$ cat config.mk
export PLATFORM = sky130hd
export DESIGN_NAME = xbar_demux_slave_resp_flat
export DESIGN_NICKNAME = d
export VERILOG_FILES = /design/src/rtl/xbar_demux_slave_resp_if.sv /design/src/rtl/xbar_demux_slave_resp.sv /design/src/flat_wrapper.sv
export SDC_FILE = /design/constraint.sdc
export NUM_CORES = 1
export LEC_CHECK = 0
export ABC_AREA = 1
export BUFFER_PORTS_ARGS = -buffer_cell sky130_fd_sc_hd__buf_4
export CORE_ASPECT_RATIO = 0.8
export CORE_UTILIZATION = 40
export CTS_BUF_LIST = sky130_fd_sc_hd__clkbuf_4 sky130_fd_sc_hd__clkbuf_8
export CTS_CLUSTER_SIZE = 20
export DETAILED_ROUTE_END_ITERATION = 8
export PLACE_DENSITY = 0.73
export REMOVE_ABC_BUFFERS = 1
export SETUP_SLACK_MARGIN = 0.05
export SYNTH_ARGS = -nofsm -noshare
export SYNTH_HDL_FRONTEND = slang
export SYNTH_SLANG_ARGS = --single-unit
$ cat constraint.sdc
create_clock -name clk -period 7 [get_ports clk]
set_clock_uncertainty 0.05 [all_clocks]
set_input_delay 0.35 -clock clk [delete_from_list [all_inputs] [get_ports clk]]
set_output_delay 0.35 -clock clk [all_outputs]
set_load 0.03 [all_outputs]
$ cat src/rtl/xbar_demux_slave_resp_if.sv
// -----------------------------------------------------------------------------
// xbar_demux_slave_resp_if
// Core-side request/response bus of the XBAR demux responder endpoint.
//
// Signals (named from the responder's point of view):
//   req_i / add_i / we_i / wdata_i / be_i : request from the initiator
//   gnt_o                                 : request grant back to the initiator
//   r_gnt_i                               : initiator accepts the response
//   r_valid_o / r_rdata_o                 : response to the initiator
//
// Modports:
//   slave  : the responder endpoint (xbar_demux_slave_resp)
//   master : the initiator driving requests and consuming responses
// -----------------------------------------------------------------------------
interface xbar_demux_slave_resp_if #(
    parameter int ADDR_WIDTH = 32,
    parameter int DATA_WIDTH = 32,
    parameter int BE_WIDTH   = DATA_WIDTH / 8
);
    logic                  req_i;
    logic [ADDR_WIDTH-1:0] add_i;
    logic                  we_i;
    logic [DATA_WIDTH-1:0] wdata_i;
    logic [BE_WIDTH-1:0]   be_i;
    logic                  gnt_o;
    logic                  r_gnt_i;
    logic                  r_valid_o;
    logic [DATA_WIDTH-1:0] r_rdata_o;

    modport slave (
        input  req_i, add_i, we_i, wdata_i, be_i, r_gnt_i,
        output gnt_o, r_valid_o, r_rdata_o
    );

    modport master (
        output req_i, add_i, we_i, wdata_i, be_i, r_gnt_i,
        input  gnt_o, r_valid_o, r_rdata_o
    );
endinterface

$ cat src/rtl/xbar_demux_slave_resp.sv
// -----------------------------------------------------------------------------
// xbar_demux_slave_resp
// Responder-side endpoint of the XBAR demux bus. Accepts requests from the
// core-side bus, drives a fixed-latency memory/peripheral port, buffers the
// responses in a small FIFO and returns them in order under r_gnt back-pressure.
//
// Ports:
//   clk, rst_n     : clock, asynchronous active-low reset
//   barrier_i      : no new grant while transactions are outstanding
//   exec_cancel_i  : block grant, flush every undelivered response
//   exec_stall_i   : block grant for this cycle only
//   bus            : request/response bus (slave modport)
//   busy_o         : one or more transactions outstanding
//   mem_req_o, mem_add_o, mem_we_o, mem_wdata_o, mem_be_o : memory request
//   mem_rdata_i    : memory read data, valid MEM_LATENCY cycles after mem_req_o
//
// Every transfer (read or write) yields exactly one response. The outstanding
// count covers both in-flight pipeline entries and FIFO occupancy, so a grant
// is only given when a FIFO slot is guaranteed for its response.
// -----------------------------------------------------------------------------
module xbar_demux_slave_resp #(
    parameter int ADDR_WIDTH  = 32,
    parameter int DATA_WIDTH  = 32,
    parameter int BE_WIDTH    = DATA_WIDTH / 8,
    parameter int MEM_LATENCY = 1,
    parameter int RESP_DEPTH  = 2
) (
    input  logic                  clk,
    input  logic                  rst_n,
    input  logic                  barrier_i,
    input  logic                  exec_cancel_i,
    input  logic                  exec_stall_i,
    xbar_demux_slave_resp_if.slave bus,
    output logic                  busy_o,
    output logic                  mem_req_o,
    output logic [ADDR_WIDTH-1:0] mem_add_o,
    output logic                  mem_we_o,
    output logic [DATA_WIDTH-1:0] mem_wdata_o,
    output logic [BE_WIDTH-1:0]   mem_be_o,
    input  logic [DATA_WIDTH-1:0] mem_rdata_i
);

    localparam int CW = $clog2(RESP_DEPTH + 1);
    localparam int PW = (RESP_DEPTH > 1) ? $clog2(RESP_DEPTH) : 1;
    localparam logic [CW-1:0] DEPTH_C  = CW'(RESP_DEPTH);
    localparam logic [PW-1:0] LAST_PTR = PW'(RESP_DEPTH - 1);

    // Outstanding transactions: in flight in the pipeline plus held in the FIFO.
    logic [CW-1:0] cnt_q, cnt_d;

    // In-flight tracking: stage k holds the transfer issued k+1 cycles ago.
    logic [MEM_LATENCY-1:0] pipe_vld_q;
    logic [MEM_LATENCY-1:0] pipe_we_q;

    // Response FIFO.
    logic [DATA_WIDTH-1:0] fifo_mem [RESP_DEPTH];
    logic [PW-1:0]         wr_ptr_q;
    logic [PW-1:0]         rd_ptr_q;
    logic [CW-1:0]         fifo_cnt_q;

    logic                  fifo_empty;
    logic                  transfer;
    logic                  push;
    logic                  pop;
    logic [DATA_WIDTH-1:0] push_data;

    assign fifo_empty = (fifo_cnt_q == '0);
    assign busy_o     = (cnt_q != '0);

    // Credit check uses the registered count only, so a pop this cycle cannot
    // reach gnt_o combinationally; the freed slot is visible next cycle.
    assign transfer = bus.req_i & ~exec_stall_i & ~exec_cancel_i
                    & ~(barrier_i & busy_o) & (cnt_q < DEPTH_C);

    assign bus.gnt_o   = transfer;
    assign mem_req_o   = transfer;
    assign mem_add_o   = bus.add_i;
    assign mem_we_o    = bus.we_i;
    assign mem_wdata_o = bus.wdata_i;
    assign mem_be_o    = bus.be_i;

    // The memory data is valid exactly while the tail stage is occupied.
    assign push      = pipe_vld_q[MEM_LATENCY-1];
    assign push_data = pipe_we_q[MEM_LATENCY-1] ? '0 : mem_rdata_i;
    assign pop       = ~fifo_empty & bus.r_gnt_i;

    assign bus.r_valid_o = ~fifo_empty;
    assign bus.r_rdata_o = fifo_empty ? '0 : fifo_mem[rd_ptr_q];

    always_comb begin
        // NOTE: default assignment first so no path leaves cnt_d unassigned,
        // which would otherwise infer a latch.
        cnt_d = cnt_q;
        if (transfer && !pop) begin
            cnt_d = cnt_q + CW'(1);
        end else if (!transfer && pop) begin
            cnt_d = cnt_q - CW'(1);
        end
    end

    // NOTE: all sequential state uses non-blocking assignments so every
    // register samples pre-edge values regardless of process ordering.
    always_ff @(posedge clk or negedge rst_n) begin
        if (!rst_n) begin
            cnt_q <= '0;
        end else if (exec_cancel_i) begin
            cnt_q <= '0;
        end else begin
            cnt_q <= cnt_d;
        end
    end

    always_ff @(posedge clk or negedge rst_n) begin
        if (!rst_n) begin
            pipe_vld_q <= '0;
            pipe_we_q  <= '0;
        end else if (exec_cancel_i) begin
            pipe_vld_q <= '0;
            pipe_we_q  <= '0;
        end else begin
            pipe_vld_q[0] <= transfer;
            pipe_we_q[0]  <= bus.we_i;
            for (int i = 1; i < MEM_LATENCY; i++) begin
                pipe_vld_q[i] <= pipe_vld_q[i-1];
                pipe_we_q[i]  <= pipe_we_q[i-1];
            end
        end
    end

    // Pointers wrap explicitly so non-power-of-2 depths work.
    always_ff @(posedge clk or negedge rst_n) begin
        if (!rst_n) begin
            wr_ptr_q   <= '0;
            rd_ptr_q   <= '0;
            fifo_cnt_q <= '0;
        end else if (exec_cancel_i) begin
            wr_ptr_q   <= '0;
            rd_ptr_q   <= '0;
            fifo_cnt_q <= '0;
        end else begin
            if (push) begin
                wr_ptr_q <= (wr_ptr_q == LAST_PTR) ? '0 : wr_ptr_q + PW'(1);
            end
            if (pop) begin
                rd_ptr_q <= (rd_ptr_q == LAST_PTR) ? '0 : rd_ptr_q + PW'(1);
            end
            if (push && !pop) begin
                fifo_cnt_q <= fifo_cnt_q + CW'(1);
            end else if (pop && !push) begin
                fifo_cnt_q <= fifo_cnt_q - CW'(1);
            end
        end
    end

    // NOTE: the data array has no reset; an entry is only observed after it
    // has been written, and r_rdata_o is forced to 0 while the FIFO is empty.
    always_ff @(posedge clk) begin
        if (push) begin
            fifo_mem[wr_ptr_q] <= push_data;
        end
    end

endmodule

$ cat src/flat_wrapper.sv
// flat-port wrapper written by rule: the top's interface ports become plain ports
module xbar_demux_slave_resp_flat 
#(
    parameter int ADDR_WIDTH  = 32,
    parameter int DATA_WIDTH  = 32,
    parameter int BE_WIDTH    = DATA_WIDTH / 8,
    parameter int MEM_LATENCY = 1,
    parameter int RESP_DEPTH  = 2
)
  (clk, rst_n, barrier_i, exec_cancel_i, exec_stall_i, busy_o, mem_req_o, mem_add_o, mem_we_o, mem_wdata_o, mem_be_o, mem_rdata_i, bus_req_i, bus_add_i, bus_we_i, bus_wdata_i, bus_be_i, bus_r_gnt_i, bus_gnt_o, bus_r_valid_o, bus_r_rdata_o);
  xbar_demux_slave_resp_if #(.ADDR_WIDTH(ADDR_WIDTH), .DATA_WIDTH(DATA_WIDTH), .BE_WIDTH(BE_WIDTH)) bus_i ();
  input  logic clk;
  input  logic rst_n;
  input  logic barrier_i;
  input  logic exec_cancel_i;
  input  logic exec_stall_i;
  output logic busy_o;
  output logic mem_req_o;
  output logic [ADDR_WIDTH-1:0] mem_add_o;
  output logic mem_we_o;
  output logic [DATA_WIDTH-1:0] mem_wdata_o;
  output logic [BE_WIDTH-1:0] mem_be_o;
  input  logic [DATA_WIDTH-1:0] mem_rdata_i;
  input wire logic [$bits(bus_i.req_i)-1:0] bus_req_i;
  input wire logic [$bits(bus_i.add_i)-1:0] bus_add_i;
  input wire logic [$bits(bus_i.we_i)-1:0] bus_we_i;
  input wire logic [$bits(bus_i.wdata_i)-1:0] bus_wdata_i;
  input wire logic [$bits(bus_i.be_i)-1:0] bus_be_i;
  input wire logic [$bits(bus_i.r_gnt_i)-1:0] bus_r_gnt_i;
  output wire logic [$bits(bus_i.gnt_o)-1:0] bus_gnt_o;
  output wire logic [$bits(bus_i.r_valid_o)-1:0] bus_r_valid_o;
  output wire logic [$bits(bus_i.r_rdata_o)-1:0] bus_r_rdata_o;
  assign bus_i.req_i = bus_req_i;
  assign bus_i.add_i = bus_add_i;
  assign bus_i.we_i = bus_we_i;
  assign bus_i.wdata_i = bus_wdata_i;
  assign bus_i.be_i = bus_be_i;
  assign bus_i.r_gnt_i = bus_r_gnt_i;
  assign bus_gnt_o = bus_i.gnt_o;
  assign bus_r_valid_o = bus_i.r_valid_o;
  assign bus_r_rdata_o = bus_i.r_rdata_o;
  xbar_demux_slave_resp #(.ADDR_WIDTH(ADDR_WIDTH), .DATA_WIDTH(DATA_WIDTH), .BE_WIDTH(BE_WIDTH), .MEM_LATENCY(MEM_LATENCY), .RESP_DEPTH(RESP_DEPTH)) u_core (.clk(clk), .rst_n(rst_n), .barrier_i(barrier_i), .exec_cancel_i(exec_cancel_i), .exec_stall_i(exec_stall_i), .bus(bus_i), .busy_o(busy_o), .mem_req_o(mem_req_o), .mem_add_o(mem_add_o), .mem_we_o(mem_we_o), .mem_wdata_o(mem_wdata_o), .mem_be_o(mem_be_o), .mem_rdata_i(mem_rdata_i));
endmodule
* After elaboration in Yosys (flattened, before gate mapping)
Memory sizes are Yosys's and may differ from the RTL's.
Index checks and enable logic that the tools add are counted.
** Word-level totals
- Flip-flop bits (word level) :: 8
- Latch bits :: 0
- RAM bits :: 64
- Bits in read-only memories :: 0
- Bits of input ports :: 108
- Memories :: 1
** Operators by class
- $add $sub $neg :: 6
- Multiply operators :: 0
- Divide/modulo/power cells :: 0
- Magnitude comparators :: 1
- Equality and inequality tests :: 0
- Shifts and indexed selects :: 0
- Mux-type cells :: 18
- Bitwise logic cells :: 10
- Reduce and logical (&&, ||, !) cells :: 13
** Memory list
- u_core.fifo_mem :: words 2, bits a word 32, rd ports 1, clocked after memory_dff 0, write ports 1, RTL line xbar_demux_slave_resp.sv:56 : logic [DATA_WIDTH-1:0] fifo_mem [RESP_DEPTH];
** Operators by type and width (number)
- $mux W32 :: 2
- $mux W2 :: 6
- $mux W1 :: 10
- $and A1 B1 Y1 :: 6
- $reduce_bool A2 Y1 :: 3
- $reduce_bool A3 Y1 :: 2
- $add A2 B1 Y2 const B :: 2
- $logic_and A1 B1 Y1 :: 4
- $not A1 Y1 :: 4
- $sub A2 B1 Y2 const B :: 2
- $logic_not A1 Y1 :: 3
- $add A1 B1 Y1 const B :: 2
- $logic_not A2 Y1 :: 1
- $lt A2 B2 Y1 const B :: 1

* Logic depth before layout (Yosys ltp)
Gate-level depths: netlist of run 1.
- Word-level depth :: 10
- Depth in mapped cells :: 8
- Mapped depth without buffers :: 8

* Least setup slack after synthesis of run 1
No wires, ideal clock.
- Path kind :: flip-flop to flip-flop
- Start point :: register u_core.pipe_vld_q
- End point :: memory u_core.fifo_mem[0][0], enable pin
- Arrival time :: 1.793 ns
- Data required time :: 6.529 ns
- Slack :: 4.736 ns
- Cell stages (with the launch flop) :: 3
- Clock period less this slack :: 2.264 ns
- Cells stage by stage :: dfrtp_1 -> inv_1 -> nor2_1
** On the way
- Longest elaborated chain between the ends :: 2
** Ends and longest elaborated chain
- start: declaration :: RTL line xbar_demux_slave_resp.sv:52 : logic [MEM_LATENCY-1:0] pipe_vld_q;
- start signal: indexed assignment :: RTL line xbar_demux_slave_resp.sv:124 : pipe_vld_q[i] <= pipe_vld_q[i-1];
- $mux W1 :: RTL line xbar_demux_slave_resp.sv:158 : if (push) begin
- $mux W1 (not written as such) :: RTL line xbar_demux_slave_resp.sv:159 : fifo_mem[wr_ptr_q] <= push_data;
- end: declaration :: RTL line xbar_demux_slave_resp.sv:56
Every way passes these cells.

* Final worst setup path of run 1
- Start point :: register u_core.rd_ptr_q
- End point :: output bus_r_rdata_o[27]
** On the way
- Longest elaborated chain between the ends :: 2
** Ends and longest elaborated chain
- start: declaration :: RTL line xbar_demux_slave_resp.sv:58 : logic [PW-1:0] rd_ptr_q;
- start signal: assignment :: RTL line xbar_demux_slave_resp.sv:145 : rd_ptr_q <= (rd_ptr_q == LAST_PTR) ? '0 : rd_ptr_q + PW'(1);
- $mem_v2 Z2 W32
- $mux W32 :: RTL line xbar_demux_slave_resp.sv:88 : assign bus.r_rdata_o = fifo_empty ? '0 : fifo_mem[rd_ptr_q];
- end: declaration :: RTL line flat_wrapper.sv:32 : output wire logic [$bits(bus_i.r_rdata_o)-1:0] bus_r_rdata_o;
Every way passes these cells.

==> metrics.txt, run 1 <==
Max rail drop VDD 0.000163 V; DPL Wire Length approximately 8700 um; final setup fails 0; Mapped Cells 366; Placer Congestion 0.719; Gates resized, CTS repair 0; overflow left after global routing 0; Core Util, Final between 40% and 50%; met2 Track Usage GR 30.5%; Via Count ~2400; f_max around 270 MHz; final setup margin 3.23 ns; initial core utilization 42.1%; Total Die Area 9480 um^2; LEAKAGE 1.80 nW; RSZ-0062 raised after global routing false; synth unique cells 20; Max Cap Violations 0; #FFs+latches synth 72; Post-Route WL between 10000 and 15000 um; worst hold path type input pin to register; status finished clean; average size of a mapped cell 9.94 um^2; CTS tree built; Slew @ Worst Pin between 1 and 1.5 ns; layout cells sized above 1 29.2%; Port-buffer cells 76; Worst EP arrival 3.37 ns; yosys warns 0; Initial DRC Count 167; DR vias/cell 4.97; CTS max path bufs 2; post-synth top area share between 50% and 60%; largest cells by area after synthesis edfxtp_1, buf_4, nand2_1; Crit Path Class register to primary output; core area approximately 8600 um^2; post-synthesis sequential area ratio 58.3%; CP max-delay cell clkinv_1; # H-tree levels 3; CP endpoint kind primary output; Final Hold Viols 0; Die Height 87.3 um; Layout area overhead 10.7%; met1 Resource Use GR 28.8%; worst path bufs/invs 2; final hold slack 0.141 ns; Worst EP required 6.60 ns; Layout Nets 480; io pins roughly 210; first-pass GRT wire length 16000 um; CTS Buf Count 9; post-CTS setup buffer count 0; CP Launch Type register; vias in the first global route about 2200; die width 109 um; DRC Markers 0; slew margin rel. 20.0%; Root Driver clkbuf_8; CTS sink cnt 72; CP max FO 34; Synth area leader edfxtp_1; PD cells 282 nW/um^2; Final min period 3.77 ns; CP cell instances clkinv_1 -> nand2_1 -> a21oi_1 -> buf_4; DR pass1 iterations 6; Rows 30; clk slew on worst S/H paths 0.07 ns; delay-heaviest family, CP buffers and inverters; Setup WS pre-CTS 3.59 ns; initial antenna violation count 0; largest net degree at the start of global routing 35; ANT cells 0; gr busiest metal met2; DR WL/cell 24.1 um; clock latency on the worst-skew pair between 0.3 and 0.4 ns; CTS Hold Buffers Added 1; GR Util met3 27.8%; delay of the slowest critical-path stage 1.23 ns; Tcrit/Tclk final 53.8%; total power draw 1.14 mW; post-route antenna net violation count 0; Synth Cell Area 3640 um^2; TNS Setup 0 ns; Slew Viols, Final 0; Tot GR Track Use 25.5%
[worst reg2reg max path: stages, from the launching register on]
cell	delay [ns]
dfrtp_1	1.14
clkinv_1	1.23
o21ai_0	0.44
a21oi_1	0.07
[cells in the mapped netlist (all sizes together)]
| cell type | instances |
|---|---|
| nand2 | 81 |
| buf | 78 |
| edfxtp | 64 |
| inv | 45 |
| nor2 | 36 |
| a21oi | 34 |
| dfrtp | 8 |
| nand3 | 6 |
| o21ai | 6 |
| clkbuf | 5 |
| nand4 | 2 |
| clkinv | 1 |
[kinds of logic after synthesis]
group / share of synthesized area (%)
buffers and inverters: 20.8
AOI/OAI and AO/OA: 5.71
and+or+nand+nor: 15.1
DFF: 58.3
[registers in the layout, summed over array words and instances (netlist names)]
signal / count
u_core.pipe_we_q: 1
u_core.fifo_mem: 64
u_core.rd_ptr_q: 1
u_core.wr_ptr_q: 1
u_core.pipe_vld_q: 1
u_core.fifo_cnt_q: 2
u_core.cnt_q: 2
[area by class of cell]
class | count | area [um^2]
clock buffer | 10 | 131
tap | 112 | 140
sequential | 72 | 2120
clock inverter | 6 | 108
multi-input combinational | 165 | 766
inverter | 46 | 173
timing repair buffer | 78 | 588
fill | 824 | 4610
[cell usage in the layout, fill, tap and decap left out]
master         netlist  layout
clkinvlp_4           0       1
nand2_1             73      73
nand2_2              4       4
a21oi_2              1       1
nand3_1              5       5
buf_4               70      77
o21ai_2              1       1
inv_1               41      41
clkinv_2             0       2
clkbuf_8             0       9
clkinv_1             1       1
nor2_1              35      34
a21oi_1             33      33
edfxtp_1            64      64
nor2_4               0       1
clkbuf_4             0       1
o21ai_0              5       5
inv_2                4       4
nor2_8               1       1
bufinv_16            0       3
nand4_1              2       2
dlygate4sd3_1        0       1
nand3_4              1       1
dfrtp_1              8       8
nand2_4              4       4
[metrics by stage]
stage,std cells,cell area (um^2)
floorplan,283,3050
global placement,472,3780
detailed placement,472,3780
CTS,489,4030
global route,489,4030
finish,489,4030
[worst paths after layout]
| path | startpoint | endpoint | slack [ns] | depth (start not counted) |
|---|---|---|---|---|
| max in group asynchronous | rst_n | u_core.fifo_cnt_q[1] | 6.47 | 2 |
| worst min-delay path | exec_cancel_i | u_core.pipe_we_q | 0.14 | 2 |
| worst min register to register | u_core.cnt_q[1] | u_core.cnt_q[1] | 0.52 | 2 |
| worst max-delay path | u_core.rd_ptr_q | bus_r_rdata_o[27] | 3.23 | 4 |
| worst max register to register | u_core.rd_ptr_q | u_core.rd_ptr_q | 3.93 | 3 |
| min in group asynchronous | rst_n | u_core.cnt_q[0] | 0.30 | 2 |
[layer usage]
metal,up-vias,wire (um)
met1,1097,4350
met3,14,2830
li1,1109,-
met4,2,123
met5,-,86
met2,207,4420
[report_power, final]
| group | internal, mW | switching (mW) |
|---|---|---|
| combinational | 0.0816 | 0.156 |
| sequential | 0.487 | 0.0168 |
| clock | 0.239 | 0.154 |
Power figures use the tool's default switching activity.
==> run 2: changes to the inputs <==
==> constraint.sdc (replaced) <==
create_clock -name clk -period 3.85 [get_ports clk]
set_clock_uncertainty 0.05 [all_clocks]
set_input_delay 0.1925 -clock clk [delete_from_list [all_inputs] [get_ports clk]]
set_output_delay 0.1925 -clock clk [all_outputs]
set_load 0.03 [all_outputs]
==> run 2 against run 1 <==
Die area is the same. Sequential power grew 79%. Design area grew 0.43%. Cell count grew 0.41%. Power grew 81%. Critical path type unchanged. Critical endpoint is now bus_r_rdata_o[22].
==> metrics.txt, run 2 (synthesis results as in run 1) <==
Tot GR Track Use 24.9% (-0.66 points); # H-tree levels 3 (unchanged); top flop regs u_core.fifo_mem x64, u_core.cnt_q x2, u_core.fifo_cnt_q x2; worst path bufs/invs 2 (unchanged); multi-input logic area 766 um^2 (unchanged); Clock Power Share 34.6% (about the same); CTS tree built; CP cell instances clkinv_1 -> nand2_1 -> a21oi_1 -> buf_4; LEAKAGE 1.81 nW (+0.62%); most common cell after layout, fill and taps aside buf_4; Setup WS pre-CTS 1.80 ns (-1.78 ns); Total Die Area 9480 um^2 (unchanged); DRC Markers 0 (unchanged); Gates resized, CTS repair 0 (unchanged); Comb pwr share 21.5% (+0.5 points); CP Launch Type register; Via Count 2433 (+0.16%); DPL Wire Length 8700 um (-0.48%); status finished clean; Max rail drop VDD 0.000265 V (+62%); final setup margin 1.51 ns (-1.73 ns); post-CTS setup buffer count 0 (unchanged); vias in the first global route 2258 (+0.94%); CTS Hold Buffers Added 2 (+1); Layout area overhead 11.2%; DR vias/cell 4.96 (-0.24%); CP max-delay cell clkinv_1; PD cells 508 nW/um^2 (+80%); Max Cap Violations 0 (unchanged); core area 8630 um^2 (unchanged); final setup fails 0 (unchanged); overflow left after global routing 0 (unchanged); Rows 30 (unchanged); delay-heaviest family, CP buffers and inverters; most frequent cells in the layout buf_4, nand2_1, edfxtp_1; first-pass GRT wire length 15700 um (-1.9%); CTS max path bufs 2 (unchanged); Sw Pwr 0.585 mW (+79%); io pins 213 (unchanged); DR pass1 iterations 5 (-1); worst hold path type input pin to register; Worst EP arrival 2.10 ns (-1.27 ns); Final min period 2.34 ns; sequential share of power 43.9% (-0.5 points); post-route antenna net violation count 0 (unchanged); dpl cell area 3790 um^2 (+0.20%); max reg flops 64 (unchanged); CTS sink cnt 72 (unchanged); Design Area, Final 4050 um^2 (+0.43%); Tcrit/Tclk final 60.8%; clk slew on worst S/H paths 0.08 ns (about the same); Register Area 2120 um^2 (unchanged); CP max FO 34 (unchanged); Layout Nets 482 (+0.42%); initial core utilization 42.1% (unchanged); Slew Viols, Final 0 (unchanged); layout cells sized above 1 29.0% (-0.15 points); CTS Buf Count 9 (unchanged); Switching Fraction 28.5% (-0.37 points); die width 109 um (unchanged); delay of the slowest critical-path stage 0.77 ns (-0.46 ns); ANT cells 0 (unchanged); RSZ-0062 raised after global routing false; Slew @ Worst Pin 1.17 ns (-0.0254 ns); Root Driver clkbuf_8; Initial DRC Count 156 (-6.6%); Post-Route WL 11500 um (-2.5%); Die Height 87.3 um (unchanged); DR WL/cell 23.4 um (-2.9%); largest net degree at the start of global routing 35 (unchanged); Crit Path Class register to primary output; initial antenna violation count 0 (unchanged); Final Hold Viols 0 (unchanged); clock latency on the worst-skew pair 0.33 ns (about the same); f_max 427 MHz; Placer Congestion 0.741 (+3.1%); slew margin rel. 21.7% (+1.7 points); CP endpoint kind primary output; internal power 1.47 mW (+82%); Port-buffer cells 76 (unchanged); most flop-heavy register u_core.fifo_mem; TNS Setup 0 ns (unchanged); # fillers 845 (+2.5%); Worst EP required 3.61 ns (-2.99 ns)
run 2: cell types whose count changed in the layout (fill, tap and decap cells not counted), sizes merged:
| cell | before | now |
|---|---|---|
| buf | 77 | 78 |
| clkinv | 3 | 4 |
| clkinvlp | 1 | 0 |
| dlygate4sd3 | 1 | 2 |
run 2: worst paths after layout:
kind | slack (ns) | start | to | cells after the start
worst min-delay path | 0.03 | bus_we_i | u_core.pipe_we_q | 3
worst max-delay path | 1.51 | u_core.rd_ptr_q | bus_r_rdata_o[22] | 4
worst min register to register | 0.53 | u_core.cnt_q[0] | u_core.cnt_q[0] | 2
max in group asynchronous | 3.47 | rst_n | u_core.pipe_vld_q | 2
min in group asynchronous | 0.16 | rst_n | u_core.pipe_we_q | 2
worst max register to register | 1.99 | u_core.rd_ptr_q | u_core.rd_ptr_q | 3
run 2: layer usage:
| layer | track usage (%) | wire (um) | vias to the layer above | part of all wire, % |
|---|---|---|---|---|
| met5 | 13.7 | 120 | - | 1.0 |
| met4 | 5.28 | 79 | 4 | 0.69 |
| met3 | 27.3 | 2760 | 9 | 24 |
| met2 | 31.5 | 4330 | 201 | 38 |
| met1 | 26.4 | 4220 | 1112 | 37 |
| li1 | - | - | 1107 | - |
run 2: layout make-up:
cell class              count  area share, %
inverters                  46           4.27
repair buffers             80           15.0
multi-input cells         165           18.9
well taps                 112           3.46
clock inverters             6           2.66
clock buffers              10           3.25
flip-flops and latches     72           52.5
run 2: power groups by stage:
stage / Combinational (mW) / Clock [mW] / Sequential [mW]
floorplan: 0.264 / 0 / 0.922
global placement: 0.439 / 0 / 0.918
detailed placement: 0.446 / 0 / 0.920
CTS: 0.449 / 0.725 / 0.902
global route: 0.477 / 0.753 / 0.906
finish: 0.443 / 0.710 / 0.902
run 2: per-stage QoR:
step	hold WS [ns]	instances	power [mW]	util (%)
6_report	0.0257	491	2.06	46.9
5_1_grt	0.00201	491	2.14	46.9
4_1_cts	0.00857	491	2.08	46.9
3_5_place_dp	-0.0301	473	1.37	43.9
3_3_place_gp	-0.0355	473	1.36	43.9
2_1_floorplan	-0.153	283	1.19	-
run 2: tightest hold or removal path: cells and delay by family:
kind | cells | cell delay (ns)
simple gates | 1 | 0.07
buf+inv | 2 | 0.11
==> run 3: changes to the inputs <==
==> constraint.sdc (replaced) <==
create_clock -name clk -period 2.3 [get_ports clk]
set_clock_uncertainty 0.05 [all_clocks]
set_input_delay 0.115 -clock clk [delete_from_list [all_inputs] [get_ports clk]]
set_output_delay 0.115 -clock clk [all_outputs]
set_load 0.03 [all_outputs]
==> run 3 against run 2 <==
Register-to-register slack worse by 1.2 ns. Power up 62%. Clock-buffer cell count down 1. Design area up 1.3%. Critical endpoint is now bus_r_rdata_o[29]. Sequential power up 67%.
==> metrics.txt, run 3 (synthesis results as in run 1) <==
status finished clean; post-CTS setup buffer count 0 (unchanged); worst hold path type input pin to register; # fillers 831 (-1.7%); CP cell instances clkinv_1 -> buf_4 -> nand2_1 -> a21oi_1 -> buf_4; Rows 30 (unchanged); layout cells sized above 1 30.2% (+1.1 points); f_max 534 MHz; Setup WS pre-CTS 0.777 ns (-1.03 ns); Comb pwr share 23.2% (+1.7 points); most flop-heavy register u_core.fifo_mem; vias in the first global route 2338 (+3.5%); CTS sink cnt 72 (unchanged); DR vias/cell 4.85 (-2.1%); DPL Wire Length 9480 um (+9.0%); TNS Setup 0 ns (unchanged); Sw Pwr 0.983 mW (+68%); initial core utilization 42.1% (unchanged); Tcrit/Tclk final between 80% and 90%; RSZ-0062 raised after global routing false; top flop regs u_core.fifo_mem x64, u_core.cnt_q x2, u_core.fifo_cnt_q x2; final setup fails 0 (unchanged); total power draw 3.34 mW (+62%); core area 8630 um^2 (unchanged); delay of the slowest critical-path stage 0.36 ns (-0.41 ns); Die Height 87.3 um (unchanged); most repeated library cell on the critical path buf_4; reg-to-reg endpoint u_core.fifo_mem[1][30]; Layout Nets 491 (+1.9%); DRC Markers 0 (unchanged); Clock Power Share 31.6% (-3.0 points); most common cell after layout, fill and taps aside buf_4; sequential share of power 45.2% (+1.3 points); Inst Count DP 481 (+1.7%); initial antenna violation count 0 (unchanged); Layout area overhead 12.7%; Slew Viols, Final 0 (unchanged); r2r worst-path depth 3 (unchanged); Hold Path Sink u_core.pipe_vld_q; Max rail drop VDD 0.000416 V (+57%); DR WL/cell 24.0 um (+2.4%); DR pass1 iterations 4 (-1); Worst EP required 2.13 ns (-1.48 ns); Port-buffer cells 76 (unchanged); CTS tree built; io pins 213 (unchanged); CTS Buf Count 9 (unchanged); Crit Path Class register to primary output; ANT cells 0 (unchanged); LEAKAGE 1.85 nW (+1.9%); hold depth 4 (+1); Initial DRC Count 134 (-14%); final hold slack 0.0484 ns (+0.0227 ns); Root Driver clkbuf_8; Tot GR Track Use 26.1% (+1.2 points); clk slew on worst S/H paths 0.08 ns (about the same); post-route antenna net violation count 0 (unchanged); Via Count 2426 (-0.29%); largest net degree at the start of global routing 33 (-5.7%); CP Launch Type register; CTS max path bufs 2 (unchanged); hold_sp barrier_i; clock latency on the worst-skew pair 0.34 ns (about the same); PD cells 814 nW/um^2 (+60%); slew margin rel. 54.1% (+32 points); Final Hold Viols 0 (unchanged); Finished Layout Cells 500 (+1.8%); final setup margin 0.427 ns (-1.08 ns); r2r startpoint u_core.wr_ptr_q; most frequent cells in the layout buf_4, nand2_1, edfxtp_1; Placer Congestion 0.810 (+9.3%); Final min period between 1.5 and 2 ns; Slew @ Worst Pin 0.689 ns (-0.485 ns); max reg flops 64 (unchanged); first-pass GRT wire length 16200 um (+3.1%); internal power 2.35 mW (+60%); # H-tree levels 3 (unchanged); Switching Fraction 29.5% (+1.0 points); die width 109 um (unchanged); Worst EP arrival 1.71 ns (-0.39 ns); CP max-delay cell clkinv_1; Total Die Area 9480 um^2 (unchanged); Post-Route WL 12000 um (+4.3%); overflow left after global routing 0 (unchanged); CP endpoint kind primary output; CP max FO 15 (-56%); Max Cap Violations 0 (unchanged); reg-to-reg slack, setup 0.78 ns (-1.21 ns)
[run 3: changes by cell type in the layout (fill, tap and decap cells not counted), sizes merged]
cell and change:
buf +8, bufinv -1, clkbuf -1, clkinv +2, dlygate4sd3 +1
[run 3: worst max-delay path by stage]
stage / startpoint / end / slack [ns]
6_report: u_core.rd_ptr_q / bus_r_rdata_o[29] / 0.43
5_1_grt: u_core.rd_ptr_q / bus_r_rdata_o[30] / 0.28
4_1_cts: u_core.rd_ptr_q / bus_r_rdata_o[29] / 0.38
3_5_place_dp: u_core.rd_ptr_q / bus_r_rdata_o[29] / 0.78
3_3_place_gp: u_core.rd_ptr_q / bus_r_rdata_o[29] / 0.80
2_1_floorplan: u_core.pipe_vld_q / u_core.fifo_mem[0][0] / 0.04
[run 3: worst max-delay path: cells and delay by family, from the launching register on]
kind,cells,cell delay [ns]
compound gates,1,0.07
buf+inv,3,0.87
flops,1,0.35
simple gates,1,0.06
[run 3: stage by stage]
stage | utilization [%] | cell area [um^2]
after detailed placement | 44.7 | 3860
after CTS | 47.5 | 4100
after global placement | 44.7 | 3860
after global routing | 47.5 | 4100
after floorplan | - | 3050
final | 47.5 | 4100
[run 3: layer usage]
layer  global-route usage, %  vias up  share of wire (%)
met5                    9.34        -               0.68
li1                        -     1128                  -
met4                    4.67        2               0.43
met3                    29.2        8                 23
met1                    27.9     1095                 36
met2                    33.4      193                 40
[run 3: area by class of cell]
class                           instances  area (um^2)  share of cell area (%)
Timing Repair Buffer                   89          688                    16.8
Multi-Input combinational cell        165          766                    18.7
Tap cell                              112          140                    3.42
Sequential cell                        72         2120                    51.8
Clock inverter                          7         86.3                    2.11
Inverter                               46          173                    4.21
Clock buffer                            9          124                    3.02
[run 3: what timing repair did]
action                                  in CTS  in global routing
endpoints found under the setup margin       0                  0
hold endpoints to repair                    11                  0
hold buffers                                 3                  0
resized for setup                            0                  0
[run 3: power by group through the flow]
stage               sequential (mW)  clock [mW]  combinational [mW]
global route                   1.51        1.15               0.838
global placement               1.53           0               0.767
detailed placement             1.54           0               0.780
finish                         1.51        1.05               0.775
floorplan                      1.54           0               0.442
CTS                            1.51        1.08               0.787
